--- src/rtl/div_unit.sv ---
// Iterative radix-2 restoring divider for RV32M DIV/DIVU/REM/REMU in EX.
// Holds the front of the pipeline via indication until the result is presented.
module div_unit #(
    parameter int XLEN  = 32,
    parameter int CNT_W = 6
) (
    input  logic            clk,
    input  logic            reset,
    input  logic            start,
    input  logic [1:0]      op,
    input  logic            kill,
    input  logic [XLEN-1:0] operand_a,
    input  logic [XLEN-1:0] operand_b,
    output logic            indication,
    output logic            result_valid,
    output logic [XLEN-1:0] result
);

    typedef enum logic [1:0] {
        S_IDLE = 2'd0,
        S_CALC = 2'd1,
        S_DONE = 2'd2
    } state_t;

    state_t            state_q, state_d;
    logic [CNT_W-1:0]  cnt_q, cnt_d;
    logic              sel_rem_q, sel_rem_d;
    logic [XLEN-1:0]   quo_q, quo_d;
    logic [XLEN-1:0]   rem_q, rem_d;
    logic [XLEN-1:0]   dvs_q, dvs_d;
    logic [XLEN-1:0]   a_orig_q, a_orig_d;
    logic              neg_quo_q, neg_quo_d;
    logic              neg_rem_q, neg_rem_d;
    logic              div0_q, div0_d;
    logic              ovf_q, ovf_d;

    logic              is_signed;
    logic              sign_a;
    logic              sign_b;
    logic [XLEN-1:0]   abs_a;
    logic [XLEN-1:0]   abs_b;
    logic              b_zero;
    logic              ovf_in;
    logic              accept;

    logic [XLEN:0]     partial;
    logic [XLEN:0]     trial;
    logic              fits;
    logic [XLEN-1:0]   rem_step;
    logic [XLEN-1:0]   quo_step;

    logic [XLEN-1:0]   quo_signed;
    logic [XLEN-1:0]   rem_signed;

    // op[0] set means unsigned; sign flags are forced low for DIVU/REMU.
    assign is_signed = ~op[0];
    assign sign_a    = is_signed & operand_a[XLEN-1];
    assign sign_b    = is_signed & operand_b[XLEN-1];
    assign abs_a     = sign_a ? (~operand_a + 1'b1) : operand_a;
    assign abs_b     = sign_b ? (~operand_b + 1'b1) : operand_b;
    assign b_zero    = (operand_b == '0);
    assign ovf_in    = is_signed
                     & (operand_a == {1'b1, {(XLEN-1){1'b0}}})
                     & (operand_b == {XLEN{1'b1}});
    assign accept    = start & ~kill;

    // The partial remainder keeps its top bit so unsigned divisors >= 2^(XLEN-1) divide correctly.
    assign partial   = {rem_q, quo_q[XLEN-1]};
    assign trial     = partial - {1'b0, dvs_q};
    assign fits      = ~trial[XLEN];
    assign rem_step  = fits ? trial[XLEN-1:0] : partial[XLEN-1:0];
    assign quo_step  = {quo_q[XLEN-2:0], fits};

    always_ff @(posedge clk or posedge reset) begin
        if (reset) begin
            state_q   <= S_IDLE;
            cnt_q     <= '0;
            sel_rem_q <= 1'b0;
            quo_q     <= '0;
            rem_q     <= '0;
            dvs_q     <= '0;
            a_orig_q  <= '0;
            neg_quo_q <= 1'b0;
            neg_rem_q <= 1'b0;
            div0_q    <= 1'b0;
            ovf_q     <= 1'b0;
        end else begin
            state_q   <= state_d;
            cnt_q     <= cnt_d;
            sel_rem_q <= sel_rem_d;
            quo_q     <= quo_d;
            rem_q     <= rem_d;
            dvs_q     <= dvs_d;
            a_orig_q  <= a_orig_d;
            neg_quo_q <= neg_quo_d;
            neg_rem_q <= neg_rem_d;
            div0_q    <= div0_d;
            ovf_q     <= ovf_d;
        end
    end

    always_comb begin
        state_d      = state_q;
        cnt_d        = cnt_q;
        sel_rem_d    = sel_rem_q;
        quo_d        = quo_q;
        rem_d        = rem_q;
        dvs_d        = dvs_q;
        a_orig_d     = a_orig_q;
        neg_quo_d    = neg_quo_q;
        neg_rem_d    = neg_rem_q;
        div0_d       = div0_q;
        ovf_d        = ovf_q;
        indication   = 1'b0;
        result_valid = 1'b0;

        case (state_q)
            S_IDLE: begin
                indication = accept;
                if (accept) begin
                    sel_rem_d = op[1];
                    quo_d     = abs_a;
                    rem_d     = '0;
                    dvs_d     = abs_b;
                    a_orig_d  = operand_a;
                    neg_quo_d = sign_a ^ sign_b;
                    neg_rem_d = sign_a;
                    div0_d    = b_zero;
                    ovf_d     = ovf_in;
                    cnt_d     = CNT_W'(XLEN - 1);
                    state_d   = (b_zero | ovf_in) ? S_DONE : S_CALC;
                end
            end
            S_CALC: begin
                indication = 1'b1;
                quo_d      = quo_step;
                rem_d      = rem_step;
                cnt_d      = cnt_q - CNT_W'(1);
                if (cnt_q == '0) begin
                    state_d = S_DONE;
                end
            end
            S_DONE: begin
                result_valid = 1'b1;
                state_d      = S_IDLE;
            end
            default: begin
                state_d = S_IDLE;
            end
        endcase

        if (kill) begin
            state_d = S_IDLE;
        end
    end

    assign quo_signed = neg_quo_q ? (~quo_q + 1'b1) : quo_q;
    assign rem_signed = neg_rem_q ? (~rem_q + 1'b1) : rem_q;

    always_comb begin
        result = '0;
        if (state_q == S_DONE) begin
            if (div0_q) begin
                result = sel_rem_q ? a_orig_q : {XLEN{1'b1}};
            end else if (ovf_q) begin
                result = sel_rem_q ? '0 : {1'b1, {(XLEN-1){1'b0}}};
            end else begin
                result = sel_rem_q ? rem_signed : quo_signed;
            end
        end
    end

endmodule

--- config.mk ---
export PLATFORM = sky130hd
export DESIGN_NAME = div_unit
export DESIGN_NICKNAME = d
export VERILOG_FILES = /design/src/rtl/div_unit.sv
export SDC_FILE = /design/constraint.sdc
export NUM_CORES = 1
export LEC_CHECK = 0
export ABC_AREA = 1
export CELL_PAD_IN_SITES_DETAIL_PLACEMENT = 0
export CELL_PAD_IN_SITES_GLOBAL_PLACEMENT = 1
export CORE_ASPECT_RATIO = 0.75
export CORE_MARGIN = 4
export CORE_UTILIZATION = 30
export DETAILED_ROUTE_END_ITERATION = 6
export GPL_ROUTABILITY_DRIVEN = 0
export PLACE_DENSITY_LB_ADDON = 0.1
export SLEW_MARGIN = 30
export SYNTH_ARGS = -nofsm -noshare
export SYNTH_HDL_FRONTEND = slang
export SYNTH_SLANG_ARGS = --single-unit
--- constraint.sdc ---
create_clock -name clk -period 4.2 [get_ports clk]
set_input_delay 0.42 -clock clk [delete_from_list [all_inputs] [get_ports clk]]
set_output_delay 0.42 -clock clk [all_outputs]
set_load 0.03 [all_outputs]
==> impl_metrics.json, run 1 <==
{
  "status": "complete, no violations",
  "crit_path_max_fanout": 7,
  "dp_cells": 2797,
  "synth_area_sq_mm": 0.0131,
  "place_hpwl_um": 42000,
  "placed_area_sq_mm": 0.0147,
  "cts-resized-gates": 0,
  "start_util": 0.303,
  "power.density_mw_per_mm2": 683,
  "clkLatencyLatePin_ns": 0.46,
  "ios": 104,
  "fin_crit_sh": 0.902,
  "die_area_sq_mm": 0.0471,
  "setup_viol": 0,
  "die_h_um": 189,
  "syn_area_per_cell_sq_um": 6.06,
  "min_period_ns": 3.79,
  "grtUsageTotal": 0.223,
  "first_iter_violations": 1342,
  "yosysWarnings": 0,
  "crit_top_cell": "nand3_1",
  "ys_seq_area_frac": 0.269,
  "vias_per_cell": 5.03,
  "fp-row-count": 66,
  "grt_antenna_before_repair": 2,
  "postCtsHoldBufs": 0,
  "cts_buffers": 17,
  "p_leak_uw": 0.00747,
  "hp-class": "in -> async",
  "syn2layout_area_growth_pct": 17.0,
  "grt_pass1_vias": 13400,
  "ant_nets": 0,
  "critPathBufInv": 3,
  "critPathSlowestCell": "clkdlybuf4s50_1",
  "cp.required_ns": 3.78,
  "final_max_slew_viol_count": 0,
  "htreeDepth": 4,
  "ys_ff_latch": 141,
  "fin_cells": 2829,
  "worstMarginPinSlew_ns": 0.632,
  "fmax_ghz": 0.264,
  "slowest_delay_ns": 0.71,
  "grt_pass1_wl_um": 81300,
  "routedWlPerCell_um": 18.9,
  "post-route-util": 0.354,
  "grt-ovfl-total": 0,
  "worstSetupPathType": "reg -> out",
  "end_kind": "output pin",
  "drtPass1Iterations": 7,
  "fp.coreArea_sq_mm": 0.0433,
  "nets": 2348,
  "fin_tns_setup_ns": 0,
  "routed_wl_um": 53300,
  "critPathArrivalTime_ns": 3.37,
  "rsz0062_at_grt": "false",
  "final_area_sq_mm": 0.0153,
  "async_flop_share": 1.00,
  "grt_start_max_net_pins": 92,
  "hold_viol": 0,
  "port-buffer-count": 103,
  "cts_tree": "done",
  "crit_family": "simple AND/OR/NAND/NOR gates",
  "path_cells": "inv_1, ha_1, inv_1, nor2_1, nand3_1, nand2_1, nand2_1, nor2_1, nand4_1, nand3_1, nand3_1, a21oi_1, clkdlybuf4s50_1",
  "ys_types": 50,
  "synth-edff-count": 0,
  "slew_headroom": 0.574,
  "clock-sinks": 141,
  "vias": 14200,
  "diodes": 0,
  "cap_violations": 0,
  "layout-drive-gt1-share": 0.0600,
  "die_x_um": 249,
  "synth_ff_type": "dfrtp_1",
  "finClkSkew_ns": 0.0135,
  "synthCells": 2164,
  "clkTransAtPathRegs_ns": 0.07,
  "root_buffer": "clkbuf_16",
  "postCtsSetupRepairBufs": 0,
  "drc_errors": 0,
  "cts_max_path_buffers": 2,
  "syn-num-nets": 2274,
  "ir_worst_vdd_uv": 436,
  "cp-start-kind": "flip-flop"
}
[logic make-up after synthesis]
logic type / share of synthesized area
AOI/OAI and AO/OA: 0.130
DFF: 0.269
buffers and inverters: 0.116
xor gates and xnor gates: 0.0281
adders and majority gates: 0.0388
and+or+nand+nor: 0.419
[final timing paths]
| path | from | depth (start not counted) | to | slack, ns |
|---|---|---|---|---|
| hold reg to reg | a_orig_q[16] | 2 | a_orig_q[16] | 0.48 |
| setup reg to reg | dvs_q[30] | 12 | rem_q[30] | 1.17 |
| min in group clk | a_orig_q[16] | 2 | a_orig_q[16] | 0.48 |
| max in group asynchronous | reset | 3 | a_orig_q[24] | 2.87 |
| setup / recovery | quo_q[0] | 13 | result[30] | 0.41 |
| hold / removal | reset | 2 | dvs_q[17] | 0.35 |
[per-layer routing]
metal | up-vias | track usage | wire length, um
met5 | - | 0 | 0
met4 | 0 | 0.0341 | 442
met3 | 20 | 0.0345 | 3070
met2 | 372 | 0.311 | 21200
met1 | 6705 | 0.361 | 28600
li1 | 7138 | - | -
[cells in the final DEF, fill, tap and decap left out, types with 4 or more instances in the layout]
cell type | netlist | routed
nand2_1 | 644 | 644
inv_1 | 297 | 295
nand3_1 | 261 | 261
nor2_1 | 216 | 214
dfrtp_1 | 141 | 141
o21ai_0 | 134 | 134
clkdlybuf4s50_1 | 0 | 103
a21oi_1 | 83 | 83
nand2_2 | 40 | 40
ha_1 | 39 | 39
nand4_1 | 31 | 31
xor2_1 | 26 | 26
buf_4 | 5 | 22
nor3_1 | 21 | 21
o22ai_1 | 19 | 19
clkbuf_16 | 0 | 17
xnor2_1 | 16 | 16
o221ai_1 | 13 | 13
o211ai_1 | 12 | 12
nand3b_1 | 11 | 11
nor2_2 | 9 | 10
inv_2 | 9 | 10
a31oi_1 | 9 | 9
o31ai_1 | 7 | 7
o21bai_1 | 6 | 6
nor4_1 | 6 | 6
o21ai_1 | 5 | 5
nor2_4 | 3 | 4
clkinv_1 | 4 | 4
nor3_2 | 4 | 4
o2111ai_1 | 4 | 4
clkinvlp_4 | 0 | 4
nand2_4 | 4 | 4
[cells in the mapped netlist (7+ instances only)]
master,n,area (sq um)
o211ai_1,12,90.1
a31oi_1,9,56.3
o22ai_1,19,119
inv_2,9,33.8
ha_1,39,488
nand3b_1,11,82.6
nor2_2,9,56.3
xnor2_1,16,140
nand3_1,261,1310
buf_2,9,45.0
a21oi_1,83,415
clkbuf_1,45,169
inv_1,297,1110
nand2_1,644,2420
o31ai_1,7,52.6
nor3_1,21,105
o21ai_0,134,671
nand2_2,40,250
xor2_1,26,228
dfrtp_1,141,3530
nor2_1,216,811
o221ai_1,13,114
nand4_1,31,194
buf_1,8,30.0
[stage by stage]
step | hold WS [ns] | total power, uW | setup WS (ns)
2_1_floorplan | 0.444 | 6930 | 1.69
3_3_place_gp | 0.456 | 8740 | 0.952
3_5_place_dp | 0.460 | 8750 | 0.905
4_1_cts | 0.357 | 10500 | 0.386
5_1_grt | 0.379 | 11400 | 0.0710
6_report | 0.353 | 10500 | 0.410
[power breakdown]
group          leakage (uW)  internal, uW  switching, uW
logic               0.00544          2040           4450
registers           0.00174          1800            508
clock network      0.000295           965            714
total               0.00747          4800           5670
[layout make-up]
type / instances / area (sq um)
Clock inverter: 13 / 179
Sequential cell: 141 / 3530
Multi-Input combinational cell: 1642 / 8080
Clock buffer: 19 / 443
Fill cell: 4822 / 27900
Inverter: 310 / 1170
Tap cell: 578 / 723
Timing Repair Buffer: 126 / 1220
[flip-flops by register name, indices dropped and copies added (netlist names)]
name	flops
a_orig_q	32
div0_q	1
sel_rem_q	1
quo_q	32
neg_quo_q	1
ovf_q	1
state_q	2
cnt_q	6
neg_rem_q	1
dvs_q	32
rem_q	32
Power figures use the tool's default switching activity.
==> inputs of run 2 (changes only) <==
==> constraint.sdc (replaced) <==
create_clock -name clk -period 4.2 [get_ports clk]
set_input_delay 0.42 -clock clk [delete_from_list [all_inputs] [get_ports clk]]
set_output_delay 0.42 -clock clk [all_outputs]
set_load 0.01 [all_outputs]
==> run 2 against run 1 <==
Effect of this change:
- via count rose by 0.54%
- final cell count barely moved
- sequential power hardly changed
- clock skew up 0.0056 ns
- sequential share of layout area is essentially flat
- first-iteration DRC count up 2.8%
- worst setup slack improved by 0.13 ns
- routed wire length about the same
- clock power is 5% lower
- non-clock buffer count is 1 higher
- highest routed layer unchanged
==> impl_metrics.json, run 2 (synthesis gave the netlist of run 1 again) <==
{
  "status": "complete, no violations",
  "clkLatencyLatePin_ns": 0.47,
  "start_util": 0.303,
  "first_iter_violations": 1380,
  "fmax_ghz": 0.273,
  "fp.coreArea_sq_mm": 0.0433,
  "syn2layout_area_growth_pct": 17.1,
  "cts_buffers": 17,
  "grt_antenna_before_repair": 5,
  "dp_cells": 2797,
  "vias_per_cell": 5.06,
  "regToRegStartpoint": "dvs_q[30]",
  "endpoint": "result[24]",
  "ios": 104,
  "fin_cells": 2830,
  "clock-sinks": 141,
  "drc_errors": 0,
  "final_common_cell": "nand2_1",
  "routedWlPerCell_um": 18.8,
  "rrSetupSlack_ns": 1.19,
  "slew_headroom": 0.370,
  "post-route-util": 0.355,
  "end_kind": "output pin",
  "final_max_slew_viol_count": 0,
  "grt-ovfl-total": 0,
  "rsz0062_at_grt": "false",
  "crit_path_max_fanout": 6,
  "clkTransAtPathRegs_ns": 0.07,
  "grtUsageTotal": 0.222,
  "root_buffer": "clkbuf_16",
  "port-buffer-count": 103,
  "intPower_uw": 4730,
  "grt_pass1_vias": 13300,
  "crit_path_start": "rem_q[0]",
  "drtPass1Iterations": 5,
  "cts_tree": "done",
  "dpl_worst_slack_ns": 1.03,
  "reg2reg_depth": 11,
  "setup_viol": 0,
  "cp-start-kind": "flip-flop",
  "die_h_um": 189,
  "grt_pass1_wl_um": 81000,
  "r2r-end": "quo_q[0]",
  "final_area_sq_mm": 0.0153,
  "cts-resized-gates": 0,
  "final_cell_mix": "nand2_1, inv_1, nand3_1, nor2_1, dfrtp_1",
  "clkPwrFrac": 0.153,
  "die_area_sq_mm": 0.0471,
  "placed_area_sq_mm": 0.0147,
  "vias": 14300,
  "n_fill_cell": 4867,
  "p_leak_uw": 0.00747,
  "postCtsHoldBufs": 0,
  "fin_crit_sh": 0.872,
  "htreeDepth": 4,
  "postCtsSetupRepairBufs": 0,
  "worstMarginPinSlew_ns": 0.940,
  "grt_start_max_net_pins": 80,
  "finalWorstSetupSlack_ns": 0.539,
  "seqCellArea_sq_mm": 0.00353,
  "finClkSkew_ns": 0.0191,
  "nets": 2349,
  "fin_tns_setup_ns": 0,
  "hold_viol": 0,
  "p_comb_frac": 0.623,
  "die_x_um": 249,
  "diodes": 0,
  "ant_nets": 0,
  "critPathArrivalTime_ns": 3.24,
  "multi_input_area_sq_mm": 0.00808,
  "power.density_mw_per_mm2": 675,
  "cts_max_path_buffers": 2,
  "cp.required_ns": 3.78,
  "min_period_ns": 3.66,
  "p_seq_frac": 0.224,
  "netSwitchingFraction": 0.543,
  "worstSetupPathType": "reg -> out",
  "place_hpwl_um": 42100,
  "routed_wl_um": 53300,
  "layout-drive-gt1-share": 0.0604,
  "ir_worst_vdd_uv": 363,
  "power.switching_uw": 5620,
  "hp-class": "in -> async",
  "cap_violations": 0,
  "fp-row-count": 66
}
==> run 2: worst min path at each step <==
stage          slack, ns            to
6_report            0.28      dvs_q[0]
5_1_grt             0.28      dvs_q[0]
4_1_cts             0.48  a_orig_q[17]
3_5_place_dp        0.46  a_orig_q[17]
3_3_place_gp        0.46  a_orig_q[17]
2_1_floorplan       0.44  a_orig_q[10]
==> run 2: layer usage <==
layer | GRT usage | up-vias | part of all wire
met5 | 0 | - | 0
met4 | 0.0386 | 0 | 0.010
met2 | 0.305 | 406 | 0.40
li1 | - | 7135 | -
met3 | 0.0397 | 28 | 0.063
met1 | 0.360 | 6743 | 0.53
==> run 2: cell type report <==
type | count | area share
multi-input combinational | 1642 | 0.526
sequential | 141 | 0.230
timing repair buffer | 127 | 0.0822
inverter | 310 | 0.0761
tap | 578 | 0.0471
clock buffer | 18 | 0.0280
clock inverter | 14 | 0.0103
==> run 2: critical path, stage by stage (launching register included) <==
cell and delay (ns):
dfrtp_1 0.40, inv_1 0.18, ha_1 0.24, nand3_1 0.12
nand2_1 0.17, nand3_1 0.23, nor2_1 0.40, nand3_1 0.12
nand3_1 0.11, nand3_1 0.09, a21oi_1 0.16, clkdlybuf4s50_1 0.57
==> run 2: stage by stage <==
stage               total power (uW)  hold slack, ns
floorplan                       6900           0.444
global placement                8700           0.457
detailed placement              8710           0.461
CTS                            10400           0.480
global route                   11300           0.277
finish                         10400           0.279
==> run 2: power by group through the flow <==
stage / registers, uW / logic, uW / clock network [uW]
2_1_floorplan: 2120 / 4780 / 0
3_3_place_gp: 2340 / 6370 / 0
3_5_place_dp: 2340 / 6370 / 0
4_1_cts: 2320 / 6410 / 1630
5_1_grt: 2380 / 7250 / 1690
6_report: 2320 / 6450 / 1590
